### config.mk
export PLATFORM = sky130hd
export DESIGN_NAME = branch_resolve
export DESIGN_NICKNAME = d
export VERILOG_FILES = /design/src/rtl/branch_resolve_pkg.sv /design/src/rtl/branch_resolve_br_target_gen.sv /design/src/rtl/branch_resolve.sv
export SDC_FILE = /design/constraint.sdc
export NUM_CORES = 1
export LEC_CHECK = 0
export CORE_AREA = 2 2 115 117
export CTS_CLUSTER_SIZE = 10
export DETAILED_ROUTE_END_ITERATION = 7
export DIE_AREA = 0 0 117 119
export PLACE_DENSITY = 0.86
export REMOVE_ABC_BUFFERS = 1
export SLEW_MARGIN = 20
export SYNTH_ARGS = -nofsm -noshare
export SYNTH_HDL_FRONTEND = slang
export SYNTH_SLANG_ARGS = --single-unit
### constraint.sdc
create_clock -name clk -period 3.7 [get_ports clk]
set_clock_uncertainty 0.05 [all_clocks]
set_input_delay 0.37 -clock clk [delete_from_list [all_inputs] [get_ports clk]]
set_output_delay 0.37 -clock clk [all_outputs]
set_load 0.05 [all_outputs]
### src/rtl/branch_resolve_pkg.sv
// Shared definitions for the branch resolution unit.
//   - br_op encodings driven by the ID-stage decoder
//   - cmp_sign class constants from the operand comparator
//   - FSM state encoding
//   - helper functions for the branch condition and the link decision
package branch_resolve_pkg;

    localparam logic [3:0] OP_BEQ    = 4'd0;
    localparam logic [3:0] OP_BNE    = 4'd1;
    localparam logic [3:0] OP_BGEZ   = 4'd2;
    localparam logic [3:0] OP_BGTZ   = 4'd3;
    localparam logic [3:0] OP_BLEZ   = 4'd4;
    localparam logic [3:0] OP_BLTZ   = 4'd5;
    localparam logic [3:0] OP_BGEZAL = 4'd6;
    localparam logic [3:0] OP_BLTZAL = 4'd7;
    localparam logic [3:0] OP_J      = 4'd8;
    localparam logic [3:0] OP_JAL    = 4'd9;
    localparam logic [3:0] OP_JR     = 4'd10;
    localparam logic [3:0] OP_JALR   = 4'd11;

    localparam logic [1:0] SGN_ZERO = 2'b00;
    localparam logic [1:0] SGN_POS  = 2'b01;
    localparam logic [1:0] SGN_NEG  = 2'b10;

    typedef enum logic [1:0] {
        ST_IDLE     = 2'd0,
        ST_WAIT_DS  = 2'd1,
        ST_REDIRECT = 2'd2
    } br_state_t;

    // Raw branch condition, before the misaligned-target override.
    // Bit 1 of cmp_sign alone marks negative, so the unused code 11 is negative.
    function automatic logic br_cond(input logic [3:0] op,
                                     input logic       ne,
                                     input logic [1:0] sign);
        logic neg;
        logic pos;
        logic res;
        neg = sign[1];
        pos = !sign[1] && sign[0];
        case (op)
            OP_BEQ:                      res = !ne;
            OP_BNE:                      res = ne;
            OP_BGEZ, OP_BGEZAL:          res = !neg;
            OP_BGTZ:                     res = pos;
            OP_BLEZ:                     res = !pos;
            OP_BLTZ, OP_BLTZAL:          res = neg;
            OP_J, OP_JAL, OP_JR, OP_JALR: res = 1'b1;
            default:                     res = 1'b0;
        endcase
        return res;
    endfunction

    // Link-writing ops write r31/rd regardless of the branch outcome.
    function automatic logic br_link(input logic [3:0] op);
        return (op == OP_JAL) || (op == OP_JALR) ||
               (op == OP_BGEZAL) || (op == OP_BLTZAL);
    endfunction

endpackage

### src/rtl/branch_resolve_br_target_gen.sv
// Combinational target/link generator.
//   op, pc, imm16, idx26, rs_value : decoded branch fields and forwarded rs
//   target     : branch/jump destination (32-bit wrap-around)
//   link_value : pc + 8
//   misalign   : JR/JALR destination not word aligned
module br_target_gen
    import branch_resolve_pkg::*;
(
    input  logic [3:0]  op,
    input  logic [31:0] pc,
    input  logic [15:0] imm16,
    input  logic [25:0] idx26,
    input  logic [31:0] rs_value,
    output logic [31:0] target,
    output logic [31:0] link_value,
    output logic        misalign
);

    logic [31:0] pc4;
    logic [31:0] rel_target;
    logic [31:0] abs_target;
    logic        is_reg_jump;

    assign pc4         = pc + 32'd4;
    assign rel_target  = pc4 + {{14{imm16[15]}}, imm16, 2'b00};
    // Jump stays in the 256 MB region of the delay slot, hence pc4 not pc.
    assign abs_target  = {pc4[31:28], idx26, 2'b00};
    assign is_reg_jump = (op == OP_JR) || (op == OP_JALR);

    always_comb begin
        target = rel_target;
        case (op)
            OP_J, OP_JAL:   target = abs_target;
            OP_JR, OP_JALR: target = rs_value;
            default:        target = rel_target;
        endcase
    end

    assign link_value = pc + 32'd8;
    assign misalign   = is_reg_jump && (rs_value[1:0] != 2'b00);

endmodule

### src/rtl/branch_resolve.sv
// Branch resolution unit for the ID stage.
// Resolves a branch/jump from the comparator flags, pulses br_taken /
// link_we / adel_req one cycle after acceptance, waits for the delay-slot
// instruction, then offers the target to IF with a valid/ready handshake.
//   clk, resetn          : clock, async active-low reset
//   br_valid/br_ready    : branch acceptance handshake (ready only in IDLE)
//   br_op..br_idx26      : decoded branch fields
//   rs_value             : forwarded GPR[rs]
//   cmp_ne, cmp_sign     : comparator flags
//   ds_valid             : delay slot issued this cycle
//   flush                : pipeline flush, overrides everything
//   br_taken, link_we, link_value, adel_req : registered one-cycle results
//   redirect_valid/ready, redirect_pc       : redirect handshake to IF
module branch_resolve
    import branch_resolve_pkg::*;
(
    input  logic        clk,
    input  logic        resetn,
    input  logic        br_valid,
    output logic        br_ready,
    input  logic [3:0]  br_op,
    input  logic [31:0] br_pc,
    input  logic [15:0] br_imm16,
    input  logic [25:0] br_idx26,
    input  logic [31:0] rs_value,
    input  logic        cmp_ne,
    input  logic [1:0]  cmp_sign,
    input  logic        ds_valid,
    input  logic        flush,
    output logic        br_taken,
    output logic        link_we,
    output logic [31:0] link_value,
    output logic        adel_req,
    output logic        redirect_valid,
    output logic [31:0] redirect_pc,
    input  logic        redirect_ready
);

    br_state_t   state, state_nxt;

    logic [31:0] tgt;
    logic [31:0] link_calc;
    logic        misalign;
    logic        accept;
    logic        taken_eff;

    br_target_gen u_tgt (
        .op         (br_op),
        .pc         (br_pc),
        .imm16      (br_imm16),
        .idx26      (br_idx26),
        .rs_value   (rs_value),
        .target     (tgt),
        .link_value (link_calc),
        .misalign   (misalign)
    );

    assign accept    = br_valid && br_ready;
    // A misaligned register jump raises AdEL instead of redirecting.
    assign taken_eff = br_cond(br_op, cmp_ne, cmp_sign) && !misalign;

    // State register
    always_ff @(posedge clk or negedge resetn) begin
        if (!resetn) state <= ST_IDLE;
        else         state <= state_nxt;
    end

    // Next-state logic; flush wins over every other event.
    always_comb begin
        state_nxt = state;
        if (flush) begin
            state_nxt = ST_IDLE;
        end else begin
            case (state)
                ST_IDLE:     if (accept && taken_eff) state_nxt = ST_WAIT_DS;
                ST_WAIT_DS:  if (ds_valid)            state_nxt = ST_REDIRECT;
                ST_REDIRECT: if (redirect_ready)      state_nxt = ST_IDLE;
                default:                              state_nxt = ST_IDLE;
            endcase
        end
    end

    // State-decoded outputs. br_ready drops during flush so a branch
    // offered in that cycle is never handshaken.
    always_comb begin
        br_ready       = 1'b0;
        redirect_valid = 1'b0;
        case (state)
            ST_IDLE:     br_ready       = !flush;
            ST_REDIRECT: redirect_valid = 1'b1;
            default:     ;
        endcase
    end

    // One-cycle result pulses and held values.
    always_ff @(posedge clk or negedge resetn) begin
        if (!resetn) begin
            br_taken    <= 1'b0;
            link_we     <= 1'b0;
            adel_req    <= 1'b0;
            link_value  <= 32'd0;
            redirect_pc <= 32'd0;
        end else begin
            br_taken <= accept && taken_eff;
            link_we  <= accept && br_link(br_op);
            adel_req <= accept && misalign;
            if (accept) link_value <= link_calc;
            // Target only moves on a taken acceptance, so it stays put
            // through WAIT_DS and REDIRECT.
            if (accept && taken_eff) redirect_pc <= tgt;
        end
    end

endmodule

## Yosys cells after proc, flatten, opt, wreduce, memory -nomap -nowiden

Index checks and enable logic that the tools add are counted.

| word-level totals | value |
|---|---|
| output and inout bits | 69 |
| logic and storage cells | 59 |
| register bits after elaboration | 69 |
| bits of input ports | 119 |

| operators by class | value |
|---|---|
| mux-type cells | 9 |
| $add $sub $neg | 3 |
| reductions and logical operators | 25 |
| equality and inequality tests | 16 |

Operators with widths:

| kind | number |
|---|---|
| case mux 32 bit (2 select lines) | 1 |
| adder 32 x 3 -> 32 bit (second input constant) | 1 |
| adder 32 bit | 1 |
| adder 32 x 4 -> 32 bit (second input constant) | 1 |
| equality test 4 x 3 -> 1 bit (second input constant) | 4 |
| equality test 4 bit (second input constant) | 4 |
| != test 3 bit (second input constant) | 3 |
| equality test 4 x 2 -> 1 bit (second input constant) | 2 |
| 2-to-1 mux 2 bit | 4 |
| OR reduction 2 bit | 4 |
| logical AND 1 bit | 7 |
| case mux 1 bit (7 select lines) | 1 |
| case mux 2 bit (3 select lines) | 1 |
| zero test 1 bit | 5 |
| equality test 4 x 1 -> 1 bit (second input constant) | 1 |
| zero test 4 bit | 1 |
| logical OR 1 bit | 4 |
| OR reduction 4 bit | 1 |
| AND reduction 3 bit | 1 |
| equality test 2 x 1 -> 1 bit (second input constant) | 1 |
| equality test 2 bit (second input constant) | 1 |
| zero test 2 bit | 1 |
| 2-to-1 mux 1 bit | 2 |
| nonzero test 2 bit | 1 |

## Longest topological paths before layout

| depth | value |
|---|---|
| word-level depth | 9 |
| gate-level depth with buffers | 17 |
| gate-level depth less buffers | 16 |

## Cells and area by module

Synthesis repeated with hierarchy kept, for this count alone.

| second synthesis, totals | value |
|---|---|
| cells, all modules | 729 |
| area, all modules | 6070.8 um^2 |

Modules (own cells, without submodules):

| module | seq. area each (um^2) | area an instance (um^2) | cells an instance | instances |
|---|---|---|---|---|
| br_target_gen | 0.0 | 3281.9 | 495 | 1 |
| branch_resolve | 1726.7 | 2788.9 | 234 | 1 |

## Least setup slack after synthesis

OpenSTA, ideal clock, no wires.

| timing path | value |
|---|---|
| kind | input -> register |
| start | in br_pc[3] |
| end | reg redirect_pc[30] |
| path buffers | 1 |
| setup time | 0.123 ns |
| path slack | 0.370 ns |
| arrival | 3.158 ns |
| required time | 3.527 ns |
| cell stages on the path | 17 |
| cell sequence | ha_1 -> and3_4 -> and3_1 -> buf_6 -> nand2_1 -> nor3_1 -> nand2_1 -> xnor2_1 -> ha_1 -> nand2_1 -> nor4_1 -> a21oi_1 -> o21ai_0 -> a41oi_1 -> o21ai_1 -> xor2_1 -> o221a_2 |

| between the ends | value |
|---|---|
| longest elaborated chain between the ends | 3 |

Ends and longest elaborated chain:

| item | RTL line | source |
|---|---|---|
| from (decl) | branch_resolve.sv:22 | `input logic [31:0] br_pc,` |
| adder 32 x 3 -> 32 bit * | branch_resolve_br_target_gen.sv:24 | `assign pc4 = pc + 32'd4;` |
| adder 32 bit | branch_resolve_br_target_gen.sv:25 | `assign rel_target = pc4 + {{14{imm16[15]}}, imm16, 2'b00};` |
| case mux 32 bit (2 select lines) * | branch_resolve_br_target_gen.sv:32 | `case (op)` |
| to (signal assigned) | branch_resolve.sv:110 | `if (accept && taken_eff) redirect_pc <= tgt;` |
| to (decl) | branch_resolve.sv:35 | `output logic [31:0] redirect_pc,` |

Every way passes the cells marked *; elsewhere a longest branch is shown, timed or not.
A chain may end at the register's enable or synchronous reset.

## Final worst setup path

| timing path | value |
|---|---|
| start | in br_pc[3] |
| end | reg redirect_pc[23] |

| between the ends | value |
|---|---|
| longest elaborated chain between the ends | 3 |

Ends and longest elaborated chain:

| item | RTL line |
|---|---|
| adder 32 x 3 -> 32 bit | branch_resolve_br_target_gen.sv:24 |
| adder 32 bit | branch_resolve_br_target_gen.sv:25 |
| case mux 32 bit (2 select lines) | branch_resolve_br_target_gen.sv:32 |

No other way between the ends.

==> results.md <==
* Post-route cell area at 8780 um2
* Cts bufs inserted at 9
* Worst path top cell family by delay: simple AND/OR/NAND/NOR gates
* Final period util at 0.945
* Sequential area share after synthesis at 0.295
* Clk sink count at 69
* DRC viols at 0
* Synth area leader: dfrtp_1
* Total grt overflow at 0
* Distinct cells, synth at 57
* Most used flip-flop cell after synthesis: dfrtp_1
* Port-buffer cells at 187
* First-pass GRT wire length at 30.3 mm
* Min-Delay Path Class: in -> reg
* P&R area growth vs syn at 50.0%
* P per Cell Area at 439 nW/um2
* DRT Wirelength at 19.1 mm
* Core region area at 12,900 um2
* Initial drt markers at 461
* Leakage power at 3.74 nW
* Synth Register Bits at 69
* Crit start category: input pin
* CP max FO at 5
* Crit path largest cell delay at 0.49 ns
* Setup TNS at 0 ns
* Placed insts at 1,128
* Dpl cell area at 8380 um2
* Antenna-violating nets left at 0
* Met2 Use GR at 0.443
* Per-cell routed wire length at 16.6 um
* H-tree levels at 3
* Status: finished, final reports clean
* Ys async rst share at 1.00
* # IOs at 188
* Yosys top cell area share at 0.295
* Clock root buffer: clkbuf_16
* Ys Warns at 0
* Worst-path cell chain: clkdlybuf4s50_1 -> ha_1 -> and3_4 -> and3_2 -> and2_4 -> nand2_1 -> nor2_1 -> xor2_1 -> ha_1 -> nand2_1 -> or3_1 -> o21ai_2 -> a41oi_2 -> mux2_2 -> nand3_1
* Maximum vdd drop at 0.000236 V
* Max frequency at 0.286 GHz
* Mean number of vias per cell at 5.49
* Final core occ at 0.682
* Placement row count at 42
* Final hold vios at 0
* Final setup vio count at 0
* Commonest cells after routing, fill and taps aside: clkdlybuf4s50_1 (185), nand2_1 (94), buf_4 (78)
* Die area at 13,900 um2
* N_diodes at 0
* Syn Std Cell Area at 5860 um2
* Relative slew slack at 0.311
* Crit path arrival time at 3.65 ns
* Slew Limit Fails at 0
* Gpl congestion at 0.929
* Worst-path clk slew at 0.06 ns
* Worst Tran Pin Value at 1.03 ns
* Fillers at 1,010
* Critical path required time at 3.86 ns
* RSZ-0062 raised after global routing: true
* Hpwl dp at 14.6 mm
* Final worst path period need at 3.49 ns
* Met3 Usage GRT at 0.0529
* GR peak layer: met2
* Worst skew pair latency at 0.34 ns
* Total track usage at 0.272
* Buf/Inv on CP at 1
* Post-layout nets at 1,119
* Crit Path Category: in -> reg
* Post-CTS setup repair buffer count at 0
* Commonest non-fill, non-tap cell in the layout: clkdlybuf4s50_1
* Cell count after synthesis at 728
* Syn Area/Cell at 8.04 um2
* Number of synthesized flops with an enable pin at 0
* Initial Util at 0.455
* Max cap viols at 0
* M1 GR Usage at 0.356
* TritonCTS clock tree: done
* Layout cell share with drive strength beyond 1 at 0.143
* CP max-delay cell: clkdlybuf4s50_1
* Drt first pass iters at 5
* Die Y at 119 um
* Die W at 117 um
* Main area contributors after synthesis: dfrtp_1 (29%), ha_1 (7.3%), xnor2_1 (7.0%)
* Vias in the first global route at 6,297
* CTS Buffer Depth at 2
* Via count at 6,297
* Largest net degree at the start of global routing at 64
* Antenna violations before repair at 0
* Endpoint class of the critical path: flop
* Final non-filler cell total at 1,146
-- synth_stat cells, types with 15 or more instances --
library cell  instances
nand3_1              22
nand4_1              21
ha_1                 34
a21oi_1              56
nand2_1              95
xor2_1               33
o21ai_0              64
nor2_1               71
mux2i_1              30
clkbuf_1             25
buf_2                16
a21o_1               15
xnor2_1              47
dfrtp_1              69
-- stage by stage --
step / power [mW] / hold WS, ns / worst slack [ns]
2_1_floorplan: 2.17 / 0.0244 / -1.26
5_1_grt: 4.03 / 0.335 / -0.0471
3_5_place_dp: 2.95 / 0.414 / -0.293
6_report: 3.85 / 0.323 / 0.205
4_1_cts: 3.84 / 0.185 / 0.0513
3_3_place_gp: 2.91 / 0.409 / -0.155
-- power breakdown --
| part | internal [mW] | leakage, nW | switching (mW) |
|---|---|---|---|
| Combinational | 0.748 | 2.76 | 1.20 |
| Clock | 0.525 | 0.150 | 0.351 |
| Sequential | 0.931 | 0.836 | 0.0972 |
-- layer usage --
layer  routed length (um)  vias up
met2                 8950      254
met5                    0        -
met3                 1380       49
met1                 8160     2965
met4                  584        0
li1                     -     3029
-- state kept, by name, summed over array words and instances (netlist names) --
name	count
br_taken	1
redirect_pc	32
adel_req	1
link_value	32
link_we	1
state	2
-- area by class of cell --
class / instances / area (um2) / share of cell area
clock buffer: 9 / 225 / 0.0256
clock inverter: 7 / 75.1 / 0.00855
inverter: 12 / 45.0 / 0.00513
multi-input combinational: 605 / 3990 / 0.455
sequential: 69 / 1730 / 0.197
tap: 176 / 220 / 0.0251
timing repair buffer: 268 / 2500 / 0.284
-- final timing paths --
path	from	to	slack [ns]	cells after the start
worst max-delay path	br_pc[3]	redirect_pc[23]	0.21	15
min in group asynchronous	resetn	redirect_pc[23]	0.45	2
worst max register to register	state[1]	redirect_pc[27]	1.30	9
worst min register to register	link_value[4]	link_value[4]	0.43	2
max in group asynchronous	resetn	adel_req	2.22	4
worst min-delay path	br_op[1]	redirect_pc[1]	0.32	3
-- repair_timing --
| action | 4_1_cts | 5_1_grt |
|---|---|---|
| gates resized for setup | 0 | 18 |
| hold buffers | 0 | 1 |
| setup endpoints to repair | 0 | 13 |
| endpoints found under the hold margin | 0 | 14 |
-- kinds of logic after synthesis --
kind of cell               Yosys count  synth area share
adders and majority gates           35            0.0761
muxes                               36            0.0628
and+or+nand+nor                    270             0.218
xor gates and xnor gates            81             0.122
DFF                                 69             0.295
buffers and inverters               54            0.0393
AOI/OAI and AO/OA                  183             0.186
-- worst min-delay path: cells and delay by family --
kind / cells / cell delay (ns)
buf+inv: 1 / 0.14
simple gates: 1 / 0.08
compound gates: 1 / 0.08
No activity file was read; power rests on OpenSTA's default activity.
